$ cat src/rtl/dac_pkg.sv
// Shared constants and types for the DAC interpolating feeder.
package dac_pkg;

  localparam int unsigned DAC_BW       = 14;
  localparam int unsigned DAC_OSR_LOG2 = 6;

  typedef enum logic [1:0] {
    IDLE,
    RUN,
    UNDERRUN
  } state_t;

  // One guard bit above the scaled sample so prev + p*delta never wraps.
  function automatic int unsigned acc_width(input int unsigned bw, input int unsigned osr_log2);
    return bw + osr_log2 + 1;
  endfunction

endpackage

$ cat src/rtl/dac_sample_fifo.sv
// Small synchronous FIFO holding incoming PCM samples; flags come from the registered count.
module dac_sample_fifo #(
  parameter int unsigned WIDTH = 14,
  parameter int unsigned DEPTH = 4
) (
  input  logic             clk,
  input  logic             rst,
  input  logic             push,
  input  logic             pop,
  input  logic [WIDTH-1:0] wdata,
  output logic [WIDTH-1:0] head,
  output logic             full,
  output logic             empty
);
  localparam int unsigned AW = (DEPTH > 1) ? $clog2(DEPTH) : 1;
  localparam int unsigned CW = AW + 1;

  logic [WIDTH-1:0] mem [DEPTH];
  logic [AW-1:0]    rd_ptr;
  logic [AW-1:0]    wr_ptr;
  logic [CW-1:0]    count;
  logic             do_push;
  logic             do_pop;

  assign full    = (count == CW'(DEPTH));
  assign empty   = (count == '0);
  assign do_push = push && !full;
  assign do_pop  = pop && !empty;
  assign head    = mem[rd_ptr];

  always_ff @(posedge clk) begin
    if (rst) begin
      rd_ptr <= '0;
      wr_ptr <= '0;
      count  <= '0;
    end else begin
      if (do_push) wr_ptr <= wr_ptr + AW'(1);
      if (do_pop)  rd_ptr <= rd_ptr + AW'(1);
      if (do_push && !do_pop)      count <= count + CW'(1);
      else if (!do_push && do_pop) count <= count - CW'(1);
    end
  end

  // Storage needs no reset; the pointers define which entries are live.
  always_ff @(posedge clk) begin
    if (do_push) mem[wr_ptr] <= wdata;
  end

endmodule

$ cat src/rtl/dac_interp_feeder.sv
// Upsampling feeder for the delta-sigma DAC: buffered PCM in, one BW-bit word per clock out.
// Define DAC_LINEAR_INTERP_EN for linear interpolation; otherwise the output is a zero-order hold.
module dac_interp_feeder
  import dac_pkg::*;
#(
  parameter int unsigned BW         = DAC_BW,
  parameter int unsigned OSR_LOG2   = DAC_OSR_LOG2,
  parameter int unsigned FIFO_DEPTH = 4
) (
  input  logic          clk_i,
  input  logic          rst_i,
  input  logic [BW-1:0] s_data_i,
  input  logic          s_valid_i,
  output logic          s_ready_o,
  output logic [BW-1:0] dac_data_o,
  output logic          underrun_o,
  output logic          running_o
);
  localparam int unsigned AW = acc_width(BW, OSR_LOG2);

  state_t               state;
  state_t               next_state;
  logic [OSR_LOG2-1:0]  phase;
  logic                 boundary;
  logic                 pop;
  logic                 reload;
  logic                 underrun_set;
  logic [BW-1:0]        head;
  logic                 full;
  logic                 empty;
  logic signed [BW-1:0] cur;
  logic signed [AW-1:0] acc;
  logic signed [AW-1:0] acc_next;
  logic signed [AW-1:0] cur_scaled;
`ifdef DAC_LINEAR_INTERP_EN
  localparam int unsigned DW = BW + 1;
  logic signed [DW-1:0] delta;
  logic signed [DW-1:0] delta_next;
`else
  logic signed [AW-1:0] head_scaled;
`endif

  dac_sample_fifo #(
    .WIDTH(BW),
    .DEPTH(FIFO_DEPTH)
  ) u_fifo (
    .clk   (clk_i),
    .rst   (rst_i),
    .push  (s_valid_i),
    .pop   (pop),
    .wdata (s_data_i),
    .head  (head),
    .full  (full),
    .empty (empty)
  );

  assign s_ready_o  = !full;
  assign boundary   = (phase == '1);
  assign cur_scaled = AW'(cur) <<< OSR_LOG2;
`ifdef DAC_LINEAR_INTERP_EN
`else
  assign head_scaled = AW'($signed(head)) <<< OSR_LOG2;
`endif

  // State register; running_o is the registered decode of the next state.
  always_ff @(posedge clk_i) begin
    if (rst_i) begin
      state     <= IDLE;
      running_o <= 1'b0;
    end else begin
      state     <= next_state;
      running_o <= (next_state == RUN);
    end
  end

  // Transitions only happen on the boundary edge.
  always_comb begin
    next_state = state;
    if (boundary) begin
      if (!empty)            next_state = RUN;
      else if (state == RUN) next_state = UNDERRUN;
    end
  end

  always_comb begin
    pop          = 1'b0;
    reload       = 1'b0;
    underrun_set = 1'b0;
    if (boundary) begin
      if (!empty) begin
        pop = 1'b1;
      end else if (state == RUN) begin
        reload       = 1'b1;
        underrun_set = 1'b1;
      end
    end
  end

  // Accumulator: reload at boundaries, otherwise step by delta toward the newest sample.
  always_comb begin
    acc_next = acc;
`ifdef DAC_LINEAR_INTERP_EN
    delta_next = delta;
    if (pop) begin
      acc_next   = cur_scaled;
      delta_next = DW'($signed(head)) - DW'(cur);
    end else if (reload) begin
      acc_next   = cur_scaled;
      delta_next = '0;
    end else begin
      acc_next = acc + AW'(delta);
    end
`else
    if (pop)         acc_next = head_scaled;
    else if (reload) acc_next = cur_scaled;
`endif
  end

  always_ff @(posedge clk_i) begin
    if (rst_i) begin
      phase      <= '0;
      cur        <= '0;
      acc        <= '0;
      dac_data_o <= '0;
      underrun_o <= 1'b0;
`ifdef DAC_LINEAR_INTERP_EN
      delta      <= '0;
`endif
    end else begin
      phase      <= phase + OSR_LOG2'(1);
      acc        <= acc_next;
      dac_data_o <= BW'(acc_next >>> OSR_LOG2);
      underrun_o <= underrun_set;
      if (pop) cur <= $signed(head);
`ifdef DAC_LINEAR_INTERP_EN
      delta      <= delta_next;
`endif
    end
  end

endmodule

$ cat config.mk
export PLATFORM = sky130hd
export DESIGN_NAME = dac_interp_feeder
export DESIGN_NICKNAME = d
export VERILOG_FILES = /design/src/rtl/dac_pkg.sv /design/src/rtl/dac_sample_fifo.sv /design/src/rtl/dac_interp_feeder.sv
export SDC_FILE = /design/constraint.sdc
export NUM_CORES = 1
export LEC_CHECK = 0
export ABC_AREA = 1
export CELL_PAD_IN_SITES_DETAIL_PLACEMENT = 0
export CELL_PAD_IN_SITES_GLOBAL_PLACEMENT = 1
export CORE_ASPECT_RATIO = 1.1
export CORE_UTILIZATION = 45
export CTS_CLUSTER_DIAMETER = 50
export DETAILED_ROUTE_END_ITERATION = 10
export DONT_BUFFER_PORTS = 1
export PLACE_DENSITY = 0.71
export SLEW_MARGIN = 20
export SYNTH_ARGS = -nofsm -noshare
export SYNTH_HDL_FRONTEND = slang
export SYNTH_SLANG_ARGS = --single-unit
$ cat constraint.sdc
create_clock -name clk_i -period 2.7 [get_ports clk_i]
set_input_delay 0.135 -clock clk_i [delete_from_list [all_inputs] [get_ports clk_i]]
set_output_delay 0.135 -clock clk_i [all_outputs]
set_load 0.02 [all_outputs]
# Word level (Yosys, flattened, before mapping)
# Memories as Yosys holds them, arrays and structs flattened. A register that Yosys moved wholly into a read port is not among the register bits.
# Index checks and enable logic that the tools add are counted.
[word_totals]
register_bits = 45
latchBits = 0
ramBits = 56
mem_bits_ro = 0
inputBits = 17
output_inout_bits = 17
elab_cells = 46
n_memories = 1
[op_classes]
n_addsub = 5
mul = 0
div = 0
n_lt_le_gt_ge = 0
n_eq_ne = 4
shift = 0
muxes = 16
bitwise_logic = 0
reduce_logical = 11
[memory_table]
columns = ["name", "words", "width", "read_ports", "rd_ports_with_merged_regs", "write_ports", "line", "source"]
rows = [
  ["u_fifo.mem", 4, 14, 1, 1, 1, "dac_sample_fifo.sv:18", "logic [WIDTH-1:0] mem [DEPTH];"],
]
[op_table]
columns = ["op", "n"]
rows = [
  ["20-bit two-way mux", 2],
  ["2-bit two-way mux", 5],
  ["1-bit two-way mux", 7],
  ["6-bit by 1-bit adder with 6-bit output (second input constant)", 1],
  ["6-bit equality test (second input constant)", 1],
  ["3-bit two-way mux", 2],
  ["2-bit by 1-bit adder with 2-bit output (second input constant)", 2],
  ["2-bit by 1-bit equality test with 1-bit output (second input constant)", 2],
  ["1-bit logical AND", 4],
  ["1-bit zero test", 4],
  ["2-bit nonzero test", 2],
  ["3-bit by 1-bit adder with 3-bit output (second input constant)", 1],
  ["3-bit equality test (second input constant)", 1],
  ["3-bit zero test", 1],
  ["3-bit by 1-bit subtractor with 3-bit output (second input constant)", 1],
]

# Longest topological paths before layout
# Gate-level depths: netlist (run 1).
[depth]
word_depth = 7
depth_mapped = 13
ltp_nobuf = 12

# By module
# From an unflattened synthesis (run 1), not the netlist that was laid out.
[hier_totals]
hier_cells = 423
hier_area_um2 = 4272.8
[by_module_without_submodules]
columns = ["mod", "n_inst", "cells_per_inst", "area_each_um2"]
rows = [
  ["dac_sample_fifo", 1, 205, 2698.8],
  ["dac_interp_feeder", 1, 218, 1574.0],
]

# Worst setup path before layout (run 1)
# OpenSTA, ideal clock, no wires.
[synth_timing]
path_type = "register -> register"
from = "reg phase[0]"
to = "reg u_fifo.count[1]"
setup_ns = 0.120
arrival_time_ns = 1.856
required_ns = 2.580
setup_slack_ns = 0.724
path_stages_with_launch = 11
path_buffers = 1
cell_sequence = "dfxtp_1 ha_1 nand3_2 nor2_8 nand2_2 buf_6 ha_1 inv_1 fa_1 o21ai_0 a21oi_1"
[synth_via]
elab_chain_len = 6
[synth_rtl]
columns = ["element", "line", "source"]
rows = [
  ["start, declared", "dac_interp_feeder.sv:23", "logic [OSR_LOG2-1:0] phase;"],
  ["start signal, assigned", "dac_interp_feeder.sv:130", "phase <= phase + OSR_LOG2'(1);"],
  ["6-bit equality test (*)", "dac_interp_feeder.sv:58", "assign boundary = (phase == '1);"],
  ["1-bit two-way mux (*)", "dac_interp_feeder.sv:89", "if (boundary) begin"],
  ["1-bit logical AND (*)", "dac_sample_fifo.sv:28", "assign do_pop = pop && !empty;"],
  ["1-bit zero test", "dac_sample_fifo.sv:39", "if (do_push && !do_pop) count <= count + CW'(1);"],
  ["1-bit logical AND", "dac_sample_fifo.sv:39", ""],
  ["3-bit two-way mux or 2-bit nonzero test (tied branches)", "n/a", ""],
  ["end signal, assigned", "dac_sample_fifo.sv:39", ""],
  ["end signal, assigned", "dac_sample_fifo.sv:40", "else if (!do_push && do_pop) count <= count - CW'(1);"],
  ["end, declared", "dac_sample_fifo.sv:21", "logic [CW-1:0] count;"],
]
# Mark *: on every way between the ends. The rest lies on a longest branch, timed or not.
# A chain may end at the register's enable or synchronous reset.

# Final worst setup path (run 1)
[layout_timing]
from = "reg u_fifo.count[1]"
to = "reg u_fifo.count[2]"
[layout_rtl]
columns = ["element", "line", "source"]
rows = [
  ["3-bit equality test (*)", "dac_sample_fifo.sv:25", "assign full = (count == CW'(DEPTH));"],
  ["1-bit zero test (*)", "n/a", ""],
  ["via s_ready_o", "dac_interp_feeder.sv:14", "output logic s_ready_o,"],
  ["1-bit logical AND (*)", "dac_sample_fifo.sv:27", "assign do_push = push && !full;"],
  ["via u_fifo.do_push", "dac_sample_fifo.sv:22", "logic do_push;"],
  ["1-bit zero test", "dac_sample_fifo.sv:40", ""],
  ["1-bit logical AND", "dac_sample_fifo.sv:40", ""],
  ["2-bit nonzero test (no source line)", "n/a", ""],
]
# Mark *: on every way through the listed nets, which the timed path passes. The rest lies on a longest branch. The select of a mux whose other input is x is not followed.

==> impl_metrics.py, run 1 <==
metrics = {
    "run_status": {
        "status": "completed",
    },
    "sta": {
        "clock_skew_ns": 0.00964,
        "finalHoldViolations": 0,
        "fmax_mhz": 484,
        "slew_viol_final": 0,
        "layout_min_cycle_time_ns": 2.06,
        "tns_ns": 0,
        "relSlewSlack_pct": 57.3,
        "hold_ws_ns": 0.0208,
        "rsz0062_at_grt": "false",
        "tightestPinTransition_ns": 0.638,
        "fin_crit_sh_pct": 76.5,
        "finalSetupViolations": 0,
    },
    "routing": {
        "wl_per_cell_um": 12.6,
        "vias": 2787,
        "drt_wl_total_um": 7660,
        "ant_nets": 0,
        "drc": 0,
        "viasPerCell": 4.58,
        "firstDrtPassIters": 4,
        "drtIter0Drc": 80,
    },
    "floorplanning": {
        "coreArea_um2": 9350,
        "die_x_um": 95.5,
        "pin_count": 34,
        "die_h_um": 105,
        "row_count": 37,
        "start_util_pct": 46.2,
        "die-area_um2": 10000,
    },
    "synth": {
        "synthDistinctLibCells": 28,
        "synth-compound-area-share_pct": 6.69,
        "synth_xor_area_share_pct": 0.405,
        "synth_top_family_by_area": "simple AND/OR/NAND/NOR gates",
        "synth_seq_cells": 103,
        "synthAdderAreaFrac_pct": 2.20,
        "syn_nets": 493,
        "netlist_area_um2": 4320,
        "synth-simple-area-share_pct": 20.3,
        "async_reset_ff_share_pct": 0,
        "synth_common_cells": "159 x nand2_1, 77 x inv_1, 56 x edfxtp_1",
        "postSynthCellCount": 469,
        "ys.flop_type": "edfxtp_1",
        "yosysTopAreaCell": "edfxtp_1",
        "synthMuxAreaShare_pct": 0,
        "synth-edff-count": 56,
        "syn_avg_cell_area_um2": 9.22,
        "ys_seq_area_share_pct": 60.7,
        "synth_top_area_share_pct": 38.9,
        "yosys-top-cells-area": "edfxtp_1 39%, dfxtp_1 22%, nand2_1 14%",
        "yosysWarnings": 0,
        "synth.most_common_cell": "nand2_1",
    },
    "pwr": {
        "ir_worst_vdd_mv": 0.398,
        "pwr_density_cell_nw_per_um2": 596,
        "leakagePower_nw": 1.99,
    },
    "worst_setup_path": {
        "timing.rr.start": "u_fifo.count[1]$_SDFFE_PP0P_",
        "cp-start-kind": "flip-flop",
        "end_kind": "flip-flop",
        "rr_endpoint": "u_fifo.count[2]$_SDFFE_PP0P_",
        "rrSetupSlack_ns": 0.64,
        "rr_worst_depth": 12,
        "critical_path_arrival_ns": 2.38,
        "cp_max_fo": 9,
        "worstSetupPathType": "flip-flop to flip-flop",
        "crit_path_end": "u_fifo.count[2]$_SDFFE_PP0P_",
        "cp.required_ns": 3.02,
        "cp-startpoint": "u_fifo.count[1]$_SDFFE_PP0P_",
    },
    "job": {
        "max_cap_violations": 0,
    },
    "global_routing": {
        "grt_start_max_net_pins": 38,
        "grt_antenna_before_repair": 0,
        "grt_pass1_wl_um": 12700,
        "overflow": 0,
        "grt_pass1_vias": 2620,
        "track_usage_pct": 16.9,
    },
    "place": {
        "gp_congestion": 0.687,
        "dp_hpwl_um": 4720,
        "placed_area_um2": 4400,
        "port_buffers": 0,
    },
    "cells_and_area": {
        "n_fill_cell": 932,
        "layout-drive-gt1-share_pct": 8.55,
        "ff_latch_area_um2": 2620,
        "final_area_um2": 4740,
        "postLayoutCoreUtil_pct": 50.7,
        "multi_input_comb_area_um2": 1280,
        "syn2layout_area_growth_pct": 9.70,
        "fin_nets": 510,
        "n_antenna_cell": 0,
    },
    "clock_tree": {
        "cts_tree": "yes",
        "insertion_delay_ns": 0.37,
        "cts_sinks": 103,
        "clkTransAtPathRegs_ns": 0.10,
        "numCtsBuffers": 9,
        "root_buffer": "clkbuf_8",
        "h-tree-depth": 3,
        "clock_tree.buffer_depth": 2,
    },
    "hold_path": {
        "timing.hold.worst.class": "input pin to flip-flop",
    },
}
==> critical path, stage by stage, from the launching register on <==
cell and delay [ns]:
dfxtp_1 0.40, nor2_2 0.06, nand2_1 0.20, nand2_1 0.23, inv_1 0.10, ha_1 0.13, inv_1 0.06, fa_1 0.37
a21oi_1 0.14, o21ai_0 0.12, nand2_1 0.08, nand2_1 0.04, nor2_1 0.08
==> sequential cells by signal, summed over array words and instances (netlist names), named ones only <==
signal         cells
cur               14
dac_data_o        14
phase              6
running_o          1
state              2
u_fifo.count       3
u_fifo.mem        56
u_fifo.rd_ptr      2
u_fifo.wr_ptr      2
underrun_o         1
==> metrics by stage <==
step / worst slack (ns) / total power [W] / instances
final: 0.636 / 0.00282 / 608
after detailed placement: 0.623 / 0.00192 / 577
after CTS: 0.611 / 0.00285 / 608
after global routing: 0.320 / 0.00294 / 608
after floorplan: 0.724 / 0.00189 / 469
after global placement: 0.692 / 0.00192 / 577
==> final cells by class <==
| type | count | area share [%] |
|---|---|---|
| clock buffers | 10 | 2.69 |
| clock inverters | 6 | 1.08 |
| inverters | 80 | 6.39 |
| multi-input cells | 270 | 27.0 |
| flip-flops and latches | 103 | 55.3 |
| well taps | 117 | 3.09 |
| repair buffers | 22 | 4.49 |
==> cells in the final DEF (no fill, tap or decap), types with 2 or more instances in the layout <==
| cell type | Yosys | final |
|---|---|---|
| inv_1 | 77 | 77 |
| nand2_1 | 159 | 159 |
| clkbuf_8 | 0 | 9 |
| nor2_1 | 17 | 17 |
| a21oi_1 | 28 | 28 |
| dfxtp_1 | 47 | 47 |
| edfxtp_1 | 56 | 56 |
| xor2_1 | 2 | 2 |
| buf_4 | 4 | 7 |
| nor2_2 | 2 | 2 |
| o21ai_0 | 8 | 8 |
| ha_1 | 6 | 6 |
| a21oi_2 | 10 | 10 |
| inv_6 | 0 | 3 |
| nand3_1 | 29 | 29 |
| dlygate4sd3_1 | 0 | 14 |
==> per-layer routing <==
layer  GRT usage (%)  share of wire (%)
met4            8.64                2.2
met5               0                  0
met1            23.3                 50
met2            25.1                 44
met3            3.20                3.1
==> kinds of logic (layout without fill, tap and decap cells) <==
kind of cell,after synthesis,after routing
adder cells (fa/ha/maj),7,7
AND/OR/NAND/NOR,213,213
XOR/XNOR,2,2
AO/OA/AOI/OAI,48,48
flip-flops,103,103
buffers and inverters,96,118
==> where the power goes <==
group	internal, W	switching (W)	leakage, nW	total (W)
sequential	0.00171	0.0000205	0.893	0.00173
clock	0.000352	0.000552	0.0897	0.000903
combinational	0.0000621	0.000124	1.01	0.000186
total	0.00213	0.000696	1.99	0.00282
==> timing repair <==
action,in CTS,in global routing
gates resized for setup,0,0
setup buffers,0,0
hold buffers,15,0
endpoints found under the hold margin,94,0
==> worst min path at each step <==
stage                      startpoint  cells after the start  slack [ns]                            to
after floorplan           s_data_i[0]                      0        0.23    u_fifo.mem[0][0]$_DFFE_PP_
final                           rst_i                      3        0.02  u_fifo.count[2]$_SDFFE_PP0P_
after global routing            rst_i                      2        0.05           cur[5]$_SDFFE_PP0N_
after CTS                       rst_i                      3        0.01  u_fifo.count[2]$_SDFFE_PP0P_
after detailed placement        rst_i                      1        0.21          cur[10]$_SDFFE_PP0N_
after global placement          rst_i                      1        0.21          cur[10]$_SDFFE_PP0N_
Power figures use the tool's default switching activity.
==> inputs of run 2 (changes only) <==
==> constraint.sdc (replaced) <==
create_clock -name clk_i -period 1.9 [get_ports clk_i]
set_input_delay 0.095 -clock clk_i [delete_from_list [all_inputs] [get_ports clk_i]]
set_output_delay 0.095 -clock clk_i [all_outputs]
set_load 0.02 [all_outputs]
==> impl_metrics.py, run 2 (synthesis results as in run 1) <==
metrics = {
    "run_status": {
        "status": "completed",
    },
    "floorplanning": {
        "die-area_um2": 10000,
        "die_h_um": 105,
        "coreArea_um2": 9350,
        "start_util_pct": 46.2,
        "die_x_um": 95.5,
        "pin_count": 34,
        "row_count": 37,
    },
    "global_routing": {
        "overflow": 0,
        "grt_antenna_before_repair": 0,
        "grt_start_max_net_pins": 39,
        "grt_pass1_vias": 2565,
        "grt_pass1_wl_um": 12400,
        "track_usage_pct": 16.8,
    },
    "worst_setup_path": {
        "rrSetupSlack_ns": 0.12,
        "end_kind": "flip-flop",
        "worstSetupPathType": "flip-flop to flip-flop",
        "critical_path_arrival_ns": 2.05,
        "cp.required_ns": 2.17,
        "cp_max_fo": 3,
        "cp-start-kind": "flip-flop",
    },
    "pwr": {
        "clkPwrFrac_pct": 31.0,
        "switching_share_pct": 24.3,
        "ir_worst_vdd_mv": 0.485,
        "seq_power_share_pct": 61.8,
        "combPwrFrac_pct": 7.2,
        "switching_power_w": 0.000971,
        "pwr_density_cell_nw_per_um2": 830,
        "leakagePower_nw": 2.01,
        "fin_total_pwr_w": 0.00400,
        "internal_power_w": 0.00302,
    },
    "routing": {
        "viasPerCell": 4.52,
        "vias": 2770,
        "ant_nets": 0,
        "drt_wl_total_um": 7470,
        "wl_per_cell_um": 12.2,
        "firstDrtPassIters": 5,
        "drtIter0Drc": 90,
        "drc": 0,
    },
    "hold_path": {
        "timing.hold.worst.class": "input pin to flip-flop",
    },
    "cells_and_area": {
        "final_area_um2": 4810,
        "final_common_cell": "nand2_1",
        "layout-drive-gt1-share_pct": 11.3,
        "multi_input_comb_area_um2": 1310,
        "n_fill_cell": 903,
        "reg.largest.list": "u_fifo.mem x56, cur x14, dac_data_o x14",
        "instances_no_fill": 613,
        "largest_reg_flops": 56,
        "layout_common_cells": "158 x nand2_1, 76 x inv_1, 56 x edfxtp_1, 45 x dfxtp_1, 29 x nand3_1",
        "syn2layout_area_growth_pct": 11.3,
        "n_antenna_cell": 0,
        "ff_latch_area_um2": 2630,
        "fin_nets": 515,
        "top_register": "u_fifo.mem",
    },
    "sta": {
        "finalHoldViolations": 0,
        "setup_ws_ns": 0.117,
        "tightestPinTransition_ns": 0.520,
        "clock_skew_ns": 0.00680,
        "fmax_mhz": 561,
        "hold_ws_ns": 0.0144,
        "slew_viol_final": 0,
        "layout_min_cycle_time_ns": 1.78,
        "rsz0062_at_grt": "false",
        "finalSetupViolations": 0,
        "relSlewSlack_pct": 65.3,
        "fin_crit_sh_pct": 93.8,
    },
    "place": {
        "dp.cells": 582,
        "dp_hpwl_um": 4770,
        "gp_congestion": 0.768,
        "port_buffers": 0,
        "placed_area_um2": 4460,
        "place_ws_ns": 0.0494,
    },
    "clock_tree": {
        "cts_tree": "yes",
        "cts_sinks": 103,
        "post_cts_buffers": 0,
        "h-tree-depth": 3,
        "clkTransAtPathRegs_ns": 0.10,
        "numCtsBuffers": 9,
        "insertion_delay_ns": 0.37,
        "root_buffer": "clkbuf_8",
        "clock_tree.buffer_depth": 2,
    },
    "job": {
        "max_cap_violations": 0,
    },
}
==> run 2: timing repair <==
item / in CTS / in global routing
hold endpoints to repair: 95 / 0
setup endpoints to repair: 0 / 1
hold buffers: 15 / 0
gates resized for setup: 0 / 6
==> run 2: power groups by stage <==
stage | Clock, W | Sequential, W | Combinational [W]
final | 0.00124 | 0.00247 | 0.000286
after global routing | 0.00138 | 0.00248 | 0.000330
after CTS | 0.00129 | 0.00247 | 0.000280
after detailed placement | 0 | 0.00252 | 0.000228
after global placement | 0 | 0.00252 | 0.000225
after floorplan | 0 | 0.00251 | 0.000173
==> run 2: final timing paths <==
check,start,cells after the start,endpoint
setup reg to reg,phase[0]$_SDFF_PP0_,9,u_fifo.count[1]$_SDFFE_PP0P_
setup / recovery,phase[0]$_SDFF_PP0_,9,u_fifo.count[1]$_SDFFE_PP0P_
hold reg to reg,phase[0]$_SDFF_PP0_,1,phase[0]$_SDFF_PP0_
hold / removal,rst_i,2,phase[0]$_SDFF_PP0_
==> run 2: stage by stage <==
| step | setup TNS (ns) | utilization (%) |
|---|---|---|
| floorplan | -0.000563 | - |
| global placement | 0 | 47.6 |
| detailed placement | 0 | 47.6 |
| CTS | 0 | 51.2 |
| global route | 0 | 51.5 |
| finish | 0 | 51.5 |
==> run 2: layer usage <==
layer | part of all wire [%] | GRT usage [%] | vias up
li1 | - | - | 1513
met1 | 50 | 22.7 | 1215
met2 | 45 | 25.2 | 33
met3 | 3.0 | 3.57 | 9
met4 | 1.8 | 8.64 | 0
met5 | 0 | 0 | -
==> run 2: worst max-delay path: stages (launching register included) <==
cell,delay (ns)
dfxtp_2,0.37
ha_4,0.16
nand3_4,0.10
nor2_8,0.12
nand2_2,0.06
ha_2,0.18
inv_2,0.08
fa_2,0.43
o21ai_1,0.14
a21oi_1,0.05
==> run 2: final cells by class <==
| type | instances | share of cell area [%] |
|---|---|---|
| Timing Repair Buffer | 27 | 5.20 |
| Clock inverter | 6 | 0.962 |
| Tap cell | 117 | 3.04 |
| Inverter | 80 | 6.29 |
| Multi-Input combinational cell | 270 | 27.3 |
| Sequential cell | 103 | 54.6 |
| Clock buffer | 10 | 2.65 |
